### src/rtl/lazy_summary_scheduler_pkg.sv
// Shared constants and types for the lazy summary scheduler.
//   JOB_LEN_LOG2      width of a job-relative sequence head pointer
//   SEQ_*_BITS        widths of the sequence fields forwarded to the encoder
//   SUMMARY_PIPE_LAT  depth of the match-engine summary pipeline; results still
//                     in it at reset are discarded for this many cycles
//   slot_state_e      per-slot job context state
package lazy_summary_scheduler_pkg;

  localparam int JOB_LEN_LOG2     = 16;
  localparam int SEQ_LL_BITS      = 16;
  localparam int SEQ_ML_BITS      = 16;
  localparam int SEQ_OFFSET_BITS  = 16;
  localparam int SUMMARY_PIPE_LAT = 4;

  typedef enum logic [1:0] {
    SLOT_FREE     = 2'd0,
    SLOT_READY    = 2'd1,
    SLOT_INFLIGHT = 2'd2
  } slot_state_e;

  typedef struct packed {
    logic [SEQ_LL_BITS-1:0]     ll;
    logic [SEQ_ML_BITS-1:0]     ml;
    logic [SEQ_OFFSET_BITS-1:0] offset;
    logic                       eoj;
    logic [SEQ_ML_BITS-1:0]     overlap_len;
  } seq_fields_t;

  localparam int SEQ_FIELDS_W = $bits(seq_fields_t);

  // A zero advance would re-request the same position forever; force +1.
  function automatic logic [JOB_LEN_LOG2-1:0] head_advance(input logic [JOB_LEN_LOG2-1:0] mf);
    return (mf == '0) ? JOB_LEN_LOG2'(1) : mf;
  endfunction

endpackage

### src/rtl/sched_sync_fifo.sv
// Synchronous show-ahead FIFO with occupancy count.
//   clk, rst   clock, synchronous active-high reset
//   i_push     write i_data (ignored when full unless popping the same cycle)
//   i_pop      advance read pointer (ignored when empty)
//   o_data     head entry, valid while !o_empty
//   o_empty    no entries
//   o_count    number of entries, 0..DEPTH
module sched_sync_fifo #(
  parameter int WIDTH = 8,
  parameter int DEPTH = 4,
  localparam int AW   = $clog2(DEPTH),
  localparam int CW   = AW + 1
) (
  input  logic             clk,
  input  logic             rst,
  input  logic             i_push,
  input  logic [WIDTH-1:0] i_data,
  input  logic             i_pop,
  output logic [WIDTH-1:0] o_data,
  output logic             o_empty,
  output logic [CW-1:0]    o_count
);

  logic [WIDTH-1:0] mem_q [DEPTH];
  logic [WIDTH-1:0] mem_d [DEPTH];
  logic [AW-1:0]    wr_q, wr_d, rd_q, rd_d;
  logic [CW-1:0]    cnt_q, cnt_d;
  logic             full, do_push, do_pop;

  assign o_empty = (cnt_q == '0);
  assign full    = (cnt_q == CW'(DEPTH));
  assign do_pop  = i_pop & ~o_empty;
  // A full FIFO may still take a write when the head leaves in the same cycle.
  assign do_push = i_push & (~full | do_pop);
  assign o_data  = mem_q[rd_q];
  assign o_count = cnt_q;

  always_comb begin
    mem_d = mem_q;
    wr_d  = wr_q;
    rd_d  = rd_q;
    cnt_d = cnt_q;
    if (do_push) begin
      mem_d[wr_q] = i_data;
      wr_d        = wr_q + AW'(1);
    end
    if (do_pop) rd_d = rd_q + AW'(1);
    if (do_push && !do_pop) cnt_d = cnt_q + CW'(1);
    if (!do_push && do_pop) cnt_d = cnt_q - CW'(1);
  end

  always_ff @(posedge clk) begin
    if (rst) begin
      for (int i = 0; i < DEPTH; i++) mem_q[i] <= '0;
      wr_q  <= '0;
      rd_q  <= '0;
      cnt_q <= '0;
    end else begin
      mem_q <= mem_d;
      wr_q  <= wr_d;
      rd_q  <= rd_d;
      cnt_q <= cnt_d;
    end
  end

  // The owner's credit scheme must make a dropped write impossible.
  always_ff @(posedge clk) begin
    if (!rst) assert (!(i_push && full && !do_pop));
  end

endmodule

### src/rtl/lazy_summary_scheduler.sv
// Multi-job scheduler for the lazy summary stage. Holds NUM_SLOTS job contexts,
// issues (slot, head_ptr) summary requests round-robin so one job's feedback
// latency is hidden behind the others, consumes in-order results, advances head
// pointers and buffers sequences for the sequence encoder.
//   i_job_*        new job offer; o_job_ready when a FREE slot exists
//   o_req_*        summary request to the match engine (valid/ready)
//   i_summary_*    in-order results, no backpressure; i_move_* steer the slot
//   o_seq_*        sequence FIFO head toward the encoder (valid/ready)
//   o_job_done*    one-cycle pulse with the retired job tag
//   o_err_orphan   sticky: result arrived with no outstanding request
// Optional: LAZY_SCHED_PERF_EN adds o_perf_issue_stall / o_perf_seq_count
// (32-bit saturating counters, cleared by rst).
module lazy_summary_scheduler
  import lazy_summary_scheduler_pkg::*;
#(
  parameter int NUM_SLOTS      = 4,
  parameter int SEQ_FIFO_DEPTH = 8,
  parameter int JOB_ID_BITS    = 8,
  localparam int SW            = $clog2(NUM_SLOTS)
) (
  input  logic                       clk,
  input  logic                       rst,
  input  logic                       i_job_valid,
  output logic                       o_job_ready,
  input  logic [JOB_ID_BITS-1:0]     i_job_id,
  output logic                       o_req_valid,
  input  logic                       i_req_ready,
  output logic [SW-1:0]              o_req_slot,
  output logic [JOB_LEN_LOG2-1:0]    o_req_head_ptr,
  input  logic                       i_summary_done,
  input  logic                       i_move_to_next_job,
  input  logic [JOB_LEN_LOG2-1:0]    i_move_forward,
  input  logic [SEQ_LL_BITS-1:0]     i_summary_ll,
  input  logic [SEQ_ML_BITS-1:0]     i_summary_ml,
  input  logic [SEQ_OFFSET_BITS-1:0] i_summary_offset,
  input  logic                       i_summary_eoj,
  input  logic [SEQ_ML_BITS-1:0]     i_summary_overlap_len,
  output logic                       o_seq_valid,
  input  logic                       i_seq_ready,
  output logic [JOB_ID_BITS-1:0]     o_seq_job_id,
  output logic [SEQ_LL_BITS-1:0]     o_seq_ll,
  output logic [SEQ_ML_BITS-1:0]     o_seq_ml,
  output logic [SEQ_OFFSET_BITS-1:0] o_seq_offset,
  output logic                       o_seq_eoj,
  output logic [SEQ_ML_BITS-1:0]     o_seq_overlap_len,
  output logic                       o_job_done,
  output logic [JOB_ID_BITS-1:0]     o_job_done_id,
  output logic                       o_err_orphan
`ifdef LAZY_SCHED_PERF_EN
  ,
  output logic [31:0]                o_perf_issue_stall,
  output logic [31:0]                o_perf_seq_count
`endif
);

  localparam int SEQ_W   = JOB_ID_BITS + SEQ_FIELDS_W;
  localparam int FLUSH_W = $clog2(SUMMARY_PIPE_LAT + 1);
  localparam int SCW     = $clog2(SEQ_FIFO_DEPTH) + 1;
  localparam int CRED_W  = SCW + 1;

  slot_state_e             state_q [NUM_SLOTS];
  slot_state_e             state_d [NUM_SLOTS];
  logic [JOB_LEN_LOG2-1:0] head_q  [NUM_SLOTS];
  logic [JOB_LEN_LOG2-1:0] head_d  [NUM_SLOTS];
  logic [JOB_ID_BITS-1:0]  id_q    [NUM_SLOTS];
  logic [JOB_ID_BITS-1:0]  id_d    [NUM_SLOTS];
  logic [SW-1:0]           rr_q, rr_d;
  logic [FLUSH_W-1:0]      flush_q, flush_d;
  logic                    job_done_q, job_done_d;
  logic [JOB_ID_BITS-1:0]  job_done_id_q, job_done_id_d;
  logic                    orphan_q, orphan_d;

  logic                    free_any, grant_any;
  logic [SW-1:0]           free_idx, grant_idx, rr_idx;
  logic                    flush_busy, credit_ok, job_acc, req_fire, res_valid, res_fire;
  logic [SW-1:0]           tag_head;
  logic                    tag_empty;
  logic [SW:0]             tag_count;
  logic [SEQ_W-1:0]        seq_wdata, seq_rdata;
  logic                    seq_empty;
  logic [SCW-1:0]          seq_count;
  seq_fields_t             res_fields;

  // Lowest-index FREE slot takes the next job.
  always_comb begin
    free_any = 1'b0;
    free_idx = '0;
    for (int i = NUM_SLOTS - 1; i >= 0; i--) begin
      if (state_q[i] == SLOT_FREE) begin
        free_any = 1'b1;
        free_idx = SW'(i);
      end
    end
  end

  // Round-robin over READY slots; scanning downward leaves the slot closest to rr_q.
  always_comb begin
    grant_any = 1'b0;
    grant_idx = '0;
    rr_idx    = '0;
    for (int i = NUM_SLOTS - 1; i >= 0; i--) begin
      rr_idx = rr_q + SW'(i);
      if (state_q[rr_idx] == SLOT_READY) begin
        grant_any = 1'b1;
        grant_idx = rr_idx;
      end
    end
  end

  assign flush_busy = (flush_q != '0);
  // Every outstanding request will land a sequence; reserve FIFO room for it
  // up front. Results convert inflight into queued, so credit never shrinks
  // without a handshake and o_req_valid stays asserted until accepted.
  assign credit_ok   = (CRED_W'(seq_count) + CRED_W'(tag_count)) < CRED_W'(SEQ_FIFO_DEPTH);
  assign o_job_ready = free_any & ~flush_busy;
  assign job_acc     = i_job_valid & o_job_ready;
  assign o_req_valid = grant_any & credit_ok;
  assign o_req_slot  = grant_any ? grant_idx : '0;
  assign o_req_head_ptr = grant_any ? head_q[grant_idx] : '0;
  assign req_fire    = o_req_valid & i_req_ready;
  assign res_valid   = i_summary_done & ~flush_busy;
  assign res_fire    = res_valid & ~tag_empty;

  // Results come back in request order, so the tag FIFO alone names the slot.
  sched_sync_fifo #(.WIDTH(SW), .DEPTH(NUM_SLOTS)) u_tag_fifo (
    .clk     (clk),
    .rst     (rst),
    .i_push  (req_fire),
    .i_data  (grant_idx),
    .i_pop   (res_fire),
    .o_data  (tag_head),
    .o_empty (tag_empty),
    .o_count (tag_count)
  );

  assign res_fields = '{ll: i_summary_ll, ml: i_summary_ml, offset: i_summary_offset,
                        eoj: i_summary_eoj, overlap_len: i_summary_overlap_len};
  assign seq_wdata  = {id_q[tag_head], res_fields};

  sched_sync_fifo #(.WIDTH(SEQ_W), .DEPTH(SEQ_FIFO_DEPTH)) u_seq_fifo (
    .clk     (clk),
    .rst     (rst),
    .i_push  (res_fire),
    .i_data  (seq_wdata),
    .i_pop   (i_seq_ready),
    .o_data  (seq_rdata),
    .o_empty (seq_empty),
    .o_count (seq_count)
  );

  assign o_seq_valid = ~seq_empty;
  assign {o_seq_job_id, o_seq_ll, o_seq_ml, o_seq_offset, o_seq_eoj, o_seq_overlap_len} = seq_rdata;

  // Accept, issue and result always touch different slots (FREE, READY,
  // INFLIGHT respectively), so all three may apply in one cycle.
  always_comb begin
    state_d       = state_q;
    head_d        = head_q;
    id_d          = id_q;
    rr_d          = rr_q;
    flush_d       = flush_busy ? flush_q - FLUSH_W'(1) : flush_q;
    job_done_d    = 1'b0;
    job_done_id_d = job_done_id_q;
    orphan_d      = orphan_q | (res_valid & tag_empty);
    if (job_acc) begin
      state_d[free_idx] = SLOT_READY;
      head_d[free_idx]  = '0;
      id_d[free_idx]    = i_job_id;
    end
    if (req_fire) begin
      state_d[grant_idx] = SLOT_INFLIGHT;
      rr_d               = grant_idx + SW'(1);
    end
    if (res_fire) begin
      if (i_move_to_next_job) begin
        state_d[tag_head] = SLOT_FREE;
        job_done_d        = 1'b1;
        job_done_id_d     = id_q[tag_head];
      end else begin
        state_d[tag_head] = SLOT_READY;
        head_d[tag_head]  = head_q[tag_head] + head_advance(i_move_forward);
      end
    end
  end

  always_ff @(posedge clk) begin
    if (rst) begin
      for (int i = 0; i < NUM_SLOTS; i++) begin
        state_q[i] <= SLOT_FREE;
        head_q[i]  <= '0;
        id_q[i]    <= '0;
      end
      rr_q          <= '0;
      flush_q       <= FLUSH_W'(SUMMARY_PIPE_LAT);
      job_done_q    <= 1'b0;
      job_done_id_q <= '0;
      orphan_q      <= 1'b0;
    end else begin
      state_q       <= state_d;
      head_q        <= head_d;
      id_q          <= id_d;
      rr_q          <= rr_d;
      flush_q       <= flush_d;
      job_done_q    <= job_done_d;
      job_done_id_q <= job_done_id_d;
      orphan_q      <= orphan_d;
    end
  end

  assign o_job_done    = job_done_q;
  assign o_job_done_id = job_done_id_q;
  assign o_err_orphan  = orphan_q;

`ifdef LAZY_SCHED_PERF_EN
  logic [31:0] stall_q, stall_d, seqcnt_q, seqcnt_d;

  always_comb begin
    stall_d  = stall_q;
    seqcnt_d = seqcnt_q;
    if (grant_any && !(credit_ok && i_req_ready) && stall_q != '1) stall_d = stall_q + 32'd1;
    if (res_fire && seqcnt_q != '1) seqcnt_d = seqcnt_q + 32'd1;
  end

  always_ff @(posedge clk) begin
    if (rst) begin
      stall_q  <= '0;
      seqcnt_q <= '0;
    end else begin
      stall_q  <= stall_d;
      seqcnt_q <= seqcnt_d;
    end
  end

  assign o_perf_issue_stall = stall_q;
  assign o_perf_seq_count   = seqcnt_q;
`endif

endmodule

### config.mk
export PLATFORM = sky130hd
export DESIGN_NAME = lazy_summary_scheduler
export DESIGN_NICKNAME = d
export VERILOG_FILES = /design/src/rtl/lazy_summary_scheduler_pkg.sv /design/src/rtl/sched_sync_fifo.sv /design/src/rtl/lazy_summary_scheduler.sv
export SDC_FILE = /design/constraint.sdc
export NUM_CORES = 2
export LEC_CHECK = 0
export CAP_MARGIN = 20
export CELL_PAD_IN_SITES_DETAIL_PLACEMENT = 0
export CELL_PAD_IN_SITES_GLOBAL_PLACEMENT = 2
export CORE_MARGIN = 8
export CORE_UTILIZATION = 33
export CTS_CLUSTER_SIZE = 12
export DETAILED_ROUTE_END_ITERATION = 10
export PLACE_DENSITY = 0.81
export RECOVER_POWER = 25
export SLEW_MARGIN = 20
export SYNTH_ARGS = -nofsm -noshare
export SYNTH_HDL_FRONTEND = slang
export SYNTH_SLANG_ARGS = --single-unit
### constraint.sdc
create_clock -name clk -period 4 [get_ports clk]
set_input_delay 0.8 -clock clk [delete_from_list [all_inputs] [get_ports clk]]
set_output_delay 0.8 -clock clk [all_outputs]
set_load 0.005 [all_outputs]
**After elaboration in Yosys (flattened, before gate mapping)**

Cells that the tools add are included.

- Flip-flop bits (word level): 728
- Input bits: 96
- Output and inout port bits: 104
- Logic and storage cells: 220

- Add/sub/neg operators: 15
- $lt $le $gt $ge: 17
- Equality and inequality tests: 6
- Multiplexer cells: 78
- Bitwise operators: 44
- Reduce and logical (&&, ||, !) cells: 25

Operators by type and width:

| kind | number |
|---|---|
| bitwise mux 584 bit | 1 |
| binary-select mux 73 bit (select 3 bit) | 1 |
| demux 73 bit (select 3 bit) | 1 |
| 2-to-1 mux 73 bit | 3 |
| 2-to-1 mux 64 bit | 3 |
| 2-to-1 mux 16 bit | 8 |
| bitwise AND 64 bit | 1 |
| binary-select mux 16 bit (select 2 bit) | 2 |
| bitwise mux 64 bit | 1 |
| demux 16 bit (select 2 bit) | 2 |
| inverter 64 bit | 1 |
| 2-to-1 mux 8 bit | 7 |
| 2-to-1 mux 2 bit | 23 |
| bitwise mux 32 bit | 1 |
| greater-or-equal comparator 3 bit (second input constant) | 9 |
| inverter 2 -> 3 bit | 9 |
| binary-select mux 2 bit (select 2 bit) | 5 |
| adder 16 bit | 1 |
| binary-select mux 8 bit (select 2 bit) | 1 |
| demux 2 bit (select 2 bit) | 4 |
| demux 8 bit (select 2 bit) | 1 |
| zero test 16 bit | 1 |
| bitwise AND 4 bit | 3 |
| < comparator 3 x 1 -> 1 bit (second input constant) | 4 |
| other kinds (34) | 92 |

**Depth between registers and ports, before layout**

- Depth in word-level cells: 21
- Depth in mapped cells: 13
- Gate-level depth less buffers: 12

**Modules after synthesis**

A second synthesis with hierarchy kept.

- Cells, all modules: 3776
- Area total of the unflattened synthesis: 32762.7 um2

By module, submodules not included:

| module | instances | cells each | area an instance (um2) | seq. area each (um2) |
|---|---|---|---|---|
| sched_sync_fifo at u_seq_fifo | 1 | 2943 | 25401.9 | 11891.4 |
| lazy_summary_scheduler | 1 | 753 | 6570.1 | 2382.3 |
| sched_sync_fifo at u_tag_fifo | 1 | 80 | 790.8 | 300.3 |

**Worst setup path after synthesis**

OpenSTA, ideal clock, no wires.

- Path kind: reg2reg
- Start: register u_tag_fifo.rd_q[0]
- End: register head_q[56] (netlist name)
- Library setup time: 0.070 ns
- Arrival time: 4.116 ns
- Required time: 3.930 ns
- Path slack: -0.187 ns
- Stages on the path, launching flop included: 14
- Buffers on the path: 3
- Cell sequence: dfxtp_1 -> buf_6 -> mux4_2 -> clkbuf_1 -> buf_2 -> mux4_2 -> ha_1 -> fa_1 -> a21o_1 -> a221oi_1 -> or4b_2 -> o21ai_0 -> o21ai_0 -> a21oi_1

- Cells in the longest elaborated chain, start to end: 12

Ends and longest elaborated chain:

| element | line | text |
|---|---|---|
| start, declared | sched_sync_fifo.sv:26 | `logic [AW-1:0] wr_q, wr_d, rd_q, rd_d;` |
| start signal, assigned | sched_sync_fifo.sv:61 | `rd_q <= rd_d;` |
| inverter 2 -> 3 bit (not written as such) (*) | sched_sync_fifo.sv:35 | `assign o_data = mem_q[rd_q];` |
| binary-select mux 2 bit (select 2 bit) (*) | sched_sync_fifo.sv:35 |  |
| 2-to-1 mux 2 bit (not written as such) (*) (2 in a row) | sched_sync_fifo.sv:35 |  |
| inverter 2 -> 3 bit (not written as such) (*) | lazy_summary_scheduler.sv:181 | `head_d[tag_head] = head_q[tag_head] + head_advance(i_move_forward);` |
| binary-select mux 16 bit (select 2 bit), or another cell as far along | lazy_summary_scheduler.sv:181 |  |
| 2-to-1 mux 16 bit (not written as such) or logical AND 1 bit (tied branches) | lazy_summary_scheduler.sv:181 |  |
| 2-to-1 mux 16 bit (not written as such) | lazy_summary_scheduler.sv:181 |  |
| adder 16 bit or demux 16 bit (select 2 bit) (tied branches) | lazy_summary_scheduler.sv:181 |  |
| bitwise mux 64 bit (*) | lazy_summary_scheduler.sv:181 |  |
| 2-to-1 mux 64 bit (*) | lazy_summary_scheduler.sv:175 | `if (i_move_to_next_job) begin` |
| 2-to-1 mux 64 bit (*) | lazy_summary_scheduler.sv:174 | `if (res_fire) begin` |
| end signal, assigned by index | lazy_summary_scheduler.sv:190 | `head_q[i] <= '0;` |
| end signal, assigned | lazy_summary_scheduler.sv:200 | `head_q <= head_d;` |
| end, declared | lazy_summary_scheduler.sv:63 | `logic [JOB_LEN_LOG2-1:0] head_q [NUM_SLOTS];` |

Mark *: on every way between the ends. The rest lies on a longest branch, timed or not. The select of a mux whose other input is x is not followed.
A chain may end at the register's enable or synchronous reset.

**Worst setup path in the final report**

- Start: register state_q[1] (netlist name)
- End: output o_req_head_ptr[15]

- Cells in the longest elaborated chain, start to end: 13

Ends and longest elaborated chain:

| element | line | text |
|---|---|---|
| start, declared | lazy_summary_scheduler.sv:61 | `slot_state_e state_q [NUM_SLOTS];` |
| start signal, assigned | lazy_summary_scheduler.sv:199 | `state_q <= state_d;` |
| binary-select mux 2 bit (select 2 bit) | lazy_summary_scheduler.sv:103 | `if (state_q[rr_idx] == SLOT_READY) begin` |
| 2-to-1 mux 2 bit (not written as such) (2 in a row) | lazy_summary_scheduler.sv:103 |  |
| equality test 2 x 1 -> 1 bit | lazy_summary_scheduler.sv:103 |  |
| 2-to-1 mux 2 bit (4 in a row) | lazy_summary_scheduler.sv:103 |  |
| inverter 2 -> 3 bit (not written as such) | lazy_summary_scheduler.sv:119 | `assign o_req_head_ptr = grant_any ? head_q[grant_idx] : '0;` |
| binary-select mux 16 bit (select 2 bit) | lazy_summary_scheduler.sv:119 |  |
| 2-to-1 mux 16 bit (not written as such) (2 in a row) | lazy_summary_scheduler.sv:119 |  |
| 2-to-1 mux 16 bit (*) | lazy_summary_scheduler.sv:119 |  |
| end, declared | lazy_summary_scheduler.sv:29 | `output logic [JOB_LEN_LOG2-1:0] o_req_head_ptr,` |

Marks and branches as above.

==> summary.md <==
| Metric | Value |
|---|---|
| Synthesized net count | `around 4,000` |
| Initial antenna violation count | `7` |
| Static Leakage | `around 12 nW` |
| I/O pin count | `200` |
| Final Setup Violations | `0` |
| Initial DRC Count | `between 2,000 and 2,500` |
| Post-synthesis adder-cell area fraction | `under 10%` |
| Mux contribution to synthesized area | `between 10% and 20%` |
| Critical Path AT | `~3100 ps` |
| Outcome | `finished, violations left` |
| R2R cell count | `10` |
| H-tree lvl count | `3` |
| Fin crit share | `between 90 and 100%` |
| CP Data Required Time | `between 3000 and 4000 ps` |
| Core region area | `approximately 0.098 mm²` |
| Synth area leader | `dfxtp_1` |
| Fin. Hold Viols | `0` |
| First-pass GRT wire length | `between 150,000 and 200,000 µm` |
| Max cap viols | `2` |
| Total power after layout | `roughly 16 mW` |
| CTS buffer count | `between 80 and 90` |
| Post-Synth Simple-Gate Area | `a little under a fifth` |
| Area delta synth->final | `18.0%` |
| Port bufs | `a little under 200` |
| Crit-path max cell delay | `480 ps` |
| Share of the synthesized area in the top cell type | `~45%` |
| Crit path max-delay cell type | `clkdlybuf4s50_1` |
| Mapped Avg Cell Area | `around 8.5 µm²` |
| Worst-margin pin slew | `approximately 1800 ps` |
| WL per Instance | `roughly 21 µm` |
| DRC | `0` |
| Type of origin of the critical path | `register` |
| Crit Path Max Fanout | `7` |
| Die Footprint | `approximately 0.11 mm²` |
| Distinct cells, synth | `just under 70` |
| Setup Total Neg Slack | `0 ps` |
| VDD IR max | `between 200 and 300 µV` |
| Clk pin slew, worst setup/hold paths | `~60 ps` |
| Post-cts hold buffer count | `0` |
| Die Y | `330 µm` |
| Failing checks | `capacitance limit, slew limit` |
| GRT Total Usage | `just under 20%` |
| R2r setup slk | `roughly 220 ps` |
| Count of warnings emitted by yosys | `0` |
| Most common cell in the synthesized netlist | `nand2_1` |
| HPWL Detailed | `61,900 µm` |
| RR Startpoint | `u_tag_fifo.rd_q[0]` |
| Cells along the critical path | `nand2b_4 -> o311a_1 -> o221ai_4 -> clkbuf_4 -> mux2i_1 -> a221o_1 -> clkdlybuf4s50_1` |
| Tmin final | `3860 ps` |
| Critical Path End | `o_req_head_ptr[15]` |
| Slew HR | `-17.7%` |
| Setup CP Type | `reg2out` |
| Via density | `about 5.2` |
| CP Capture Type | `output port` |
| Async SR Flop Fraction | `0%` |
| Clock Path Buffers | `3` |
| Die Width | `~330 µm` |
| Post-Syn Area | `approximately 0.033 mm²` |
| Post-CTS Setup Bufs | `0` |
| Post-Synthesis Cells | `just under 4,000` |
| Total Wirelength | `109,000 µm` |
| XOR/XNOR Fraction of Synth Area | `0.698%` |
| Register area share after synthesis | `44.7%` |
| EDFF count, synth | `0` |
| Worst hold path type | `reg2reg` |
| Share of cells above drive strength 1 | `between 10% and 20%` |
| Pwr per Cell Area | `412 mW/mm²` |
| Max Clock Skew | `26.1 ps` |
| Top FF cell, synth | `dfxtp_1` |
| Vias in the first global route | `about 26,000` |
| Largest net degree at the start of global routing | `around 200` |
| Gr ovfl total | `0` |
| Ranking of synthesized cells by area | `dfxtp_1 (45%), nand2_1 (15%), mux4_2 (12%)` |
| Post-synthesis compound-gate area fraction | `a little over an eighth` |
| Final net count | `roughly 4,000` |
| CTS root buf | `clkbuf_16` |
| Post-route ant nets | `0` |
| Max Slew Vio Count | `164` |
| CP startpoint | `state_q[1]` |
| Clock sinks | `approximately 730` |
| Later-pin clock latency in the skew report | `approximately 650 ps` |
| Hold_ws | `around 450 ps` |
| F_max | `~0.26 GHz` |
| First-pass DRT Iterations | `6` |
| Gpl congestion | `a little under 0.8` |
| Routed vias | `between 20,000 and 30,000` |
| Final Util | `~39%` |
| Yosys reg bits | `~730` |
| Worst reg2reg endpoint | `head_q[24]` |
| Largest family of logic cells by synthesized area | `simple AND/OR/NAND/NOR gates` |
| Most frequent cells after synthesis | `nand2_1 (1,320), dfxtp_1 (728), a21oi_1 (692)` |
| Starting Density | `33.3%` |
| CTS tree | `built` |
| Row count | `~120` |
[worst min path at each step]
stage	start	to	slack (ps)	cells after the start
after floorplan	id_q[10]	id_q[10]	430	2
after global placement	u_seq_fifo.mem_q[332]	u_seq_fifo.mem_q[332]	440	2
after detailed placement	u_seq_fifo.mem_q[103]	u_seq_fifo.mem_q[103]	440	2
after CTS	u_seq_fifo.mem_q[103]	u_seq_fifo.mem_q[103]	450	2
after global routing	u_seq_fifo.mem_q[105]	u_seq_fifo.mem_q[105]	460	2
final	u_seq_fifo.mem_q[68]	u_seq_fifo.mem_q[68]	450	2
[per-stage QoR]
step | instance area, µm² | cells | setup WS (ps)
floorplan | 32600 | 3847 | 13.1
CTS | 38500 | 5209 | 34.3
detailed placement | 35800 | 5056 | 75.5
global route | 38500 | 5212 | -2.40
finish | 38500 | 5214 | 140
global placement | 35800 | 5056 | 57.4
[critical path, delay by kind of cell (launching register included)]
family	cells	cell delay [ps]
DFF	1	370
AOI/OAI and AO/OA	3	1040
and+or+nand+nor	1	200
buffers and inverters	2	730
muxes	1	80
[final cells by class]
type	instances	area, µm²
fillers	9837	59600
repair buffers	297	2950
clock buffers	133	2570
flip-flops and latches	728	14600
multi-input cells	2724	16500
well taps	1287	1610
diodes	4	10.0
clock inverters	20	153
inverters	21	78.8
[power breakdown]
| part | total (mW) | switching [mW] | leakage (nW) | internal, mW |
|---|---|---|---|---|
| Sequential | 7.33 | 0.0381 | 5.87 | 7.29 |
| Clock | 7.64 | 3.17 | 1.34 | 4.47 |
| Combinational | 0.886 | 0.580 | 5.16 | 0.306 |
[cell usage in the layout, fill, tap and decap left out, types with 28 or more instances in the layout]
master,n
ha_1,33
mux2_2,74
a21oi_1,692
clkdlybuf4s50_1,187
nand3_1,49
dfxtp_1,721
buf_4,61
mux2i_1,38
mux4_2,171
nand2_1,1319
nor2_1,81
clkbuf_1,28
clkbuf_16,88
[state kept, by name, summed over array words and instances (netlist names), 3 cells and up]
register	cells
u_seq_fifo.wr_q	3
u_seq_fifo.mem_q	584
u_seq_fifo.o_count	4
head_q	64
id_q	32
state_q	8
o_job_done_id	8
u_seq_fifo.rd_q	3
u_tag_fifo.mem_q	8
flush_q	3
u_tag_fifo.o_count	3
[what timing repair did]
item,CTS,global route
gates cloned,0,1
hold endpoints to repair,0,0
pin swaps,0,2
setup endpoints to repair,9,18
gates resized for setup,6,24
[metal layers]
metal	GRT usage, %	up-vias	wire (µm)
li1	-	13100	-
met4	5.64	6	2850
met2	31.0	653	50200
met3	3.52	170	5900
met1	26.7	13200	49900
met5	0	-	40
[cells by family after synthesis]
group,after synthesis
AND/OR/NAND/NOR,1554
adder cells (fa/ha/maj),36
multiplexers,283
AO/OA/AOI/OAI,825
buffers and inverters,395
XOR/XNOR,26
flip-flops,728
(Power assumes the default switching activity.)
